<file path="src/rtl/y86_pkg.sv">
// Shared Y86-64 encodings used by the fetch stage and its byte-window decoder.
package y86_pkg;

  localparam logic [3:0] IcodeHalt   = 4'h0;
  localparam logic [3:0] IcodeNop    = 4'h1;
  localparam logic [3:0] IcodeRrmovq = 4'h2;
  localparam logic [3:0] IcodeIrmovq = 4'h3;
  localparam logic [3:0] IcodeRmmovq = 4'h4;
  localparam logic [3:0] IcodeMrmovq = 4'h5;
  localparam logic [3:0] IcodeOpq    = 4'h6;
  localparam logic [3:0] IcodeJxx    = 4'h7;
  localparam logic [3:0] IcodeCall   = 4'h8;
  localparam logic [3:0] IcodeRet    = 4'h9;
  localparam logic [3:0] IcodePushq  = 4'hA;
  localparam logic [3:0] IcodePopq   = 4'hB;

  localparam logic [3:0] StatAok = 4'b0001;
  localparam logic [3:0] StatHlt = 4'b0010;
  localparam logic [3:0] StatAdr = 4'b0100;
  localparam logic [3:0] StatIns = 4'b1000;

  localparam logic [3:0] Rnone      = 4'hF;
  localparam logic [3:0] OpqIfunMax = 4'd3;
  localparam logic [3:0] JxxIfunMax = 4'd6;

  // Illegal icodes report length 1 so the address range check still has a size.
  function automatic logic [3:0] instr_len(input logic [3:0] icode);
    logic [3:0] len;
    case (icode)
      IcodeRrmovq, IcodeOpq, IcodePushq, IcodePopq: len = 4'd2;
      IcodeJxx, IcodeCall:                          len = 4'd9;
      IcodeIrmovq, IcodeRmmovq, IcodeMrmovq:        len = 4'd10;
      default:                                      len = 4'd1;
    endcase
    return len;
  endfunction

endpackage

</file>
<file path="src/rtl/instr_split.sv">
// Splits a 10-byte little-endian instruction window into Y86-64 fields, length and legality.
module instr_split
  import y86_pkg::*;
(
  input  logic [79:0] bytes,
  output logic [3:0]  icode,
  output logic [3:0]  ifun,
  output logic [3:0]  ra,
  output logic [3:0]  rb,
  output logic [63:0] valc,
  output logic [3:0]  length,
  output logic        legal
);

  logic need_regids;
  logic need_valc;

  assign icode  = bytes[7:4];
  assign ifun   = bytes[3:0];
  assign length = instr_len(bytes[7:4]);

  always_comb begin
    need_regids = 1'b0;
    need_valc   = 1'b0;
    legal       = 1'b1;
    ra          = Rnone;
    rb          = Rnone;
    valc        = '0;
    case (icode)
      IcodeHalt, IcodeNop, IcodeRet: legal = (ifun == 4'h0);
      IcodeRrmovq: begin
        need_regids = 1'b1;
        legal       = (ifun <= JxxIfunMax);
      end
      IcodeIrmovq, IcodeRmmovq, IcodeMrmovq: begin
        need_regids = 1'b1;
        need_valc   = 1'b1;
        legal       = (ifun == 4'h0);
      end
      IcodeOpq: begin
        need_regids = 1'b1;
        legal       = (ifun <= OpqIfunMax);
      end
      IcodeJxx: begin
        need_valc = 1'b1;
        legal     = (ifun <= JxxIfunMax);
      end
      IcodeCall: begin
        need_valc = 1'b1;
        legal     = (ifun == 4'h0);
      end
      IcodePushq, IcodePopq: begin
        need_regids = 1'b1;
        legal       = (ifun == 4'h0);
      end
      default: legal = 1'b0;
    endcase

    if (need_regids) begin
      ra = bytes[15:12];
      rb = bytes[11:8];
    end
    // valC starts after the register byte when one is present.
    if (need_valc) begin
      valc = need_regids ? bytes[79:16] : bytes[71:8];
    end
  end

endmodule

</file>
<file path="src/rtl/fetch_stage.sv">
// Y86-64 fetch stage: PC select, instruction split, PC prediction, sticky stop and fetch counter.
module fetch_stage
  import y86_pkg::*;
#(
  parameter logic [63:0] RESET_PC  = 64'h0,
  parameter int unsigned IMEM_SIZE = 4096
) (
  input  logic        clk,
  input  logic        rst_n,
  input  logic        F_stall,
  input  logic [3:0]  M_icode,
  input  logic        M_Cnd,
  input  logic [63:0] M_valA,
  input  logic [3:0]  W_icode,
  input  logic [63:0] W_valM,
  output logic [63:0] imem_addr,
  input  logic [79:0] imem_rdata,
  output logic [3:0]  f_icode,
  output logic [3:0]  f_ifun,
  output logic [3:0]  f_rA,
  output logic [3:0]  f_rB,
  output logic [63:0] f_valC,
  output logic [63:0] f_valP,
  output logic [3:0]  f_stat,
  output logic        instr_valid,
  output logic        imem_error,
  output logic        halt,
  output logic        stopped,
  output logic [31:0] fetch_count
);

  logic [63:0] pred_pc_q, pred_pc_d;
  logic        stopped_q, stopped_d;
  logic [31:0] count_q, count_d;

  logic        mispredict;
  logic        ret_redirect;
  logic        redirect;
  logic [63:0] f_pc;
  logic [63:0] pred_pc;
  logic [64:0] end_addr;

  logic [3:0]  raw_icode;
  logic [3:0]  raw_ifun;
  logic [3:0]  raw_len;
  logic        raw_legal;

  assign mispredict   = (M_icode == IcodeJxx) && !M_Cnd;
  assign ret_redirect = (W_icode == IcodeRet);
  assign redirect     = mispredict || ret_redirect;

  always_comb begin
    if (mispredict) begin
      f_pc = M_valA;
    end else if (ret_redirect) begin
      f_pc = W_valM;
    end else begin
      f_pc = pred_pc_q;
    end
  end

  assign imem_addr = f_pc;

  instr_split u_split (
    .bytes  (imem_rdata),
    .icode  (raw_icode),
    .ifun   (raw_ifun),
    .ra     (f_rA),
    .rb     (f_rB),
    .valc   (f_valC),
    .length (raw_len),
    .legal  (raw_legal)
  );

  // One extra bit so a PC near 2^64 cannot wrap past the range check.
  assign end_addr   = {1'b0, f_pc} + 65'(raw_len);
  assign imem_error = (end_addr > 65'(IMEM_SIZE));
  assign f_valP     = f_pc + 64'(raw_len);

  assign f_icode     = imem_error ? IcodeNop : raw_icode;
  assign f_ifun      = imem_error ? 4'h0 : raw_ifun;
  assign instr_valid = !imem_error && !raw_legal;
  assign halt        = (f_icode == IcodeHalt);

  always_comb begin
    if (imem_error) begin
      f_stat = StatAdr;
    end else if (!raw_legal) begin
      f_stat = StatIns;
    end else if (raw_icode == IcodeHalt) begin
      f_stat = StatHlt;
    end else begin
      f_stat = StatAok;
    end
  end

  assign pred_pc = ((f_icode == IcodeJxx) || (f_icode == IcodeCall)) ? f_valC : f_valP;

  // A stopping fetch parks F_predPC on itself so the same instruction keeps being presented.
  always_comb begin
    pred_pc_d = pred_pc_q;
    stopped_d = stopped_q;
    count_d   = count_q;
    if (!F_stall && (redirect || !stopped_q)) begin
      stopped_d = (f_stat != StatAok);
      pred_pc_d = (f_stat != StatAok) ? f_pc : pred_pc;
      count_d   = count_q + 32'd1;
    end
  end

  always_ff @(posedge clk or negedge rst_n) begin
    if (!rst_n) begin
      pred_pc_q <= RESET_PC;
      stopped_q <= 1'b0;
      count_q   <= '0;
    end else begin
      pred_pc_q <= pred_pc_d;
      stopped_q <= stopped_d;
      count_q   <= count_d;
    end
  end

  assign stopped     = stopped_q;
  assign fetch_count = count_q;

endmodule
</file>
<file path="config.mk">
export PLATFORM = sky130hd
export DESIGN_NAME = fetch_stage
export DESIGN_NICKNAME = d
export VERILOG_FILES = /design/src/rtl/y86_pkg.sv /design/src/rtl/instr_split.sv /design/src/rtl/fetch_stage.sv
export SDC_FILE = /design/constraint.sdc
export NUM_CORES = 1
export LEC_CHECK = 0
export ABC_AREA = 1
export CAP_MARGIN = 20
export CORE_AREA = 5 5 151 226
export CTS_BUF_LIST = sky130_fd_sc_hd__clkbuf_8 sky130_fd_sc_hd__clkbuf_16
export CTS_CLUSTER_DIAMETER = 30
export DETAILED_ROUTE_END_ITERATION = 10
export DIE_AREA = 0 0 156 231
export HOLD_SLACK_MARGIN = 0.12
export PLACE_DENSITY_LB_ADDON = 0.3
export SLEW_MARGIN = 15
export SYNTH_ARGS = -nofsm -noshare
export SYNTH_HDL_FRONTEND = slang
export SYNTH_SLANG_ARGS = --single-unit
export TNS_END_PERCENT = 1
</file>
<file path="constraint.sdc">
create_clock -name clk -period 7.5 [get_ports clk]
set_input_delay 1.5 -clock clk [delete_from_list [all_inputs] [get_ports clk]]
set_output_delay 1.5 -clock clk [all_outputs]
set_load 0.02 [all_outputs]
</file>
==> flow_metrics.env <==
export IMPL_htree_levels=3
export IMPL_dieArea_sq_mm=0.0360
export IMPL_ctsHoldBuffers=0
export IMPL_combinationalPowerShare=0.745
export IMPL_core_area_sq_mm=0.0321
export IMPL_ys_warn_count=0
export IMPL_grt_antenna_before_repair=2
export IMPL_swShare=0.526
export IMPL_root_buffer="clkbuf_16"
export IMPL_vias_per_cell=5.49
export IMPL_drv_slew=0
export IMPL_period_share=0.993
export IMPL_antenna_cells=0
export IMPL_worst_slew_pin_slew_ps=934
export IMPL_io_pins=468
export IMPL_totalWireLength_um=73600
export IMPL_crit_required_ps=6000
export IMPL_n_fill_cell=3100
export IMPL_postPlaceCellArea_sq_mm=0.0192
export IMPL_hp_class="register to register"
export IMPL_power_density_mw_per_mm2=267
export IMPL_drtIter0Drc=2032
export IMPL_drive_gt1_frac=0.118
export IMPL_first_global_vias=18100
export IMPL_reg2reg_from="pred_pc_q[0]"
export IMPL_power_frac_clock=0.097
export IMPL_syn_area_per_cell_sq_um=5.28
export IMPL_area_growth_pct=51.2
export IMPL_path_max_fanout=8
export IMPL_dieWidth_um=156
export IMPL_final_hold_viol_count=0
export IMPL_clkLatencyLatePin_ps=390
export IMPL_grt_max_degree=90
export IMPL_power_switching_mw=2.74
export IMPL_syn_nets=2675
export IMPL_ys_top_cells_by_area="nand2_1, dfrtp_1, nand3_1"
export IMPL_synth_area_sq_mm=0.0129
export IMPL_cap_violations=0
export IMPL_synth_top_area_cell="nand2_1"
export IMPL_initial_utilization=0.402
export IMPL_synthCells=2450
export IMPL_cts_setup_buffers=0
export IMPL_p_seq_frac=0.158
export IMPL_die_h_um=231
export IMPL_grt_use_met3=0.0608
export IMPL_grt_overflow=0
export IMPL_vias=18900
export IMPL_startpoint="W_icode[1]"
export IMPL_critPathCaptureType="output pin"
export IMPL_fmax_mhz=134
export IMPL_ir_drop_mv=0.132
export IMPL_hp_start="fetch_count[31]"
export IMPL_drtAntennaViolNets=0
export IMPL_place_congestion=1.04
export IMPL_ys_ff_latch=97
export IMPL_clockBufferDepth=2
export IMPL_final_cell_mix="nand2_1, nand3_1, clkdlybuf4s50_1"
export IMPL_clock_sinks=97
export IMPL_nets=3245
export IMPL_grt_total_usage=0.393
export IMPL_routedWlPerCell_um=21.4
export IMPL_clock_skew_ps=14.2
export IMPL_synth_top_area_share=0.228
export IMPL_place_hpwl_um=60700
export IMPL_final_cell_area_sq_mm=0.0195
export IMPL_path_class="primary input to output pin"
export IMPL_clk_pin_slew_ps=80
export IMPL_hold_slack_ps=480
export IMPL_use_met2=0.677
export IMPL_critPathArrivalTime_ps=5950
export IMPL_mostFrequentLayoutCell="nand2_1"
export IMPL_place_port_buffers=467
export IMPL_rsz0062_at_grt="true"
export IMPL_grt_pass1_wl_um=109000
export IMPL_ys_seq_area_frac=0.188
export IMPL_tritoncts="built"
export IMPL_relSlewSlack=0.377
export IMPL_utilization=0.608
export IMPL_p_int_mw=2.47
export IMPL_worst_setup_path_start_kind="primary input"
export IMPL_p_leak_nw=9.84
export IMPL_cts_buffers=9
export IMPL_num_rows=81
export IMPL_synth_cell_type_count=43
export IMPL_setup_viol=0
export IMPL_grt_busiest_layer="met2"
export IMPL_gr_usage_met1=0.473
export IMPL_dr_pass1_iters=6
export IMPL_drc_errors=0
export IMPL_outcome="complete, no violations"
export IMPL_min_period_ps=7450
-- kinds of logic (layout without fill, tap and decap cells) --
group / Yosys count / in the layout / synth area share
XOR/XNOR: 43 / 43 / 0.0291
AO/OA/AOI/OAI: 36 / 36 / 0.0162
AND/OR/NAND/NOR: 1801 / 1801 / 0.613
adder cells (fa/ha/maj): 5 / 5 / 0.00542
flip-flops: 97 / 97 / 0.188
buffers and inverters: 468 / 1043 / 0.148
-- flip-flops by register name (all words and copies together), names as in the netlist --
name / count
stopped: 1
fetch_count: 32
pred_pc_q: 64
-- worst paths after layout --
| path | endpoint | slack (ps) | cells after the start |
|---|---|---|---|
| min in group asynchronous | pred_pc_q[5] | 1070 | 1 |
| worst max-delay path | f_stat[0] | 50 | 26 |
| worst max register to register | pred_pc_q[32] | 2650 | 25 |
| worst min register to register | fetch_count[31] | 480 | 1 |
| worst min-delay path | fetch_count[31] | 480 | 1 |
| max in group asynchronous | pred_pc_q[53] | 5100 | 2 |
-- synth_stat cells --
cell and number:
nand3b_1 57, o21ai_2 1, nor2_2 18, a31oi_1 4, xor2_1 33, buf_4 15, nor2_4 4, a21oi_2 1
a21o_1 1, nor4_1 1, buf_1 13, o2111ai_1 1, fa_1 1, o21ai_0 12, nand2_4 1, ha_1 4
and2_1 2, nand4_1 30, nand2_1 785, clkinv_1 23, nor3_1 82, inv_2 18, nor3b_1 1, or2_2 31
inv_1 300, and3_1 1, clkbuf_1 49, buf_6 6, o21ai_1 6, buf_2 44, xnor2_1 10, a21oi_1 6
nand3_2 2, dfrtp_1 97, o21a_1 1, nand4_4 1, nand2_2 6, nor2_1 343, nor4_2 1, nor3_2 1
o211ai_1 2, o21bai_1 1, nand3_1 434
-- through the flow --
step                instances  setup TNS [ps]  total power [mW]  setup WS (ps)
finish                   3440               0              5.21           49.2
global route             3440            -237              5.51           -206
CTS                      3440               0              5.15           7.07
detailed placement       3424            -137              4.62          -55.6
global placement         3424               0              4.60           76.3
floorplan                2450               0              2.66           24.8
-- power by group through the flow --
stage / Sequential (mW) / Combinational (mW) / Clock (mW)
floorplan: 0.824 / 1.84 / 0
global placement: 0.821 / 3.78 / 0
detailed placement: 0.829 / 3.80 / 0
CTS: 0.820 / 3.82 / 0.507
global route: 0.844 / 4.14 / 0.522
finish: 0.826 / 3.88 / 0.505
-- cell type report --
class,count,area [sq um],area share
repair buffers,686,6360,0.326
clock inverters,7,73.8,0.00378
multi-input cells,1885,8660,0.443
well taps,415,519,0.0266
inverters,341,1280,0.0655
flip-flops and latches,97,2430,0.124
clock buffers,9,225,0.0115
-- layer usage --
layer | wire length (um) | up-vias
li1 | - | 8780
met1 | 27300 | 8702
met2 | 35600 | 1171
met3 | 6370 | 220
met4 | 4290 | 4
met5 | 19 | -
-- worst max-delay path, cell delays in order --
cell             delay [ps]
clkdlybuf4s50_1         450
nor2_4                  200
nand2_4                 150
inv_1                   140
nand2_1                  80
a31oi_2                 200
ha_1                    240
fa_1                    230
nand2_1                  70
inv_1                    60
nand3_1                  90
nand2_1                 160
buf_4                   170
nand3_1                 190
nor2_2                  300
nand2_1                  90
nand2_1                  60
nand2_1                  90
nor2_1                  160
nand2_1                  70
nor2_1                   90
nand3_1                 100
nor2_2                  180
nand4_4                  90
inv_1                   140
clkdlybuf4s50_1         630
-- timing repair --
item                                    in CTS  in global routing
pin swaps                                    0                  0
resized for setup                            1                 20
endpoints found under the setup margin       7                 15
Power figures use the tool's default switching activity.
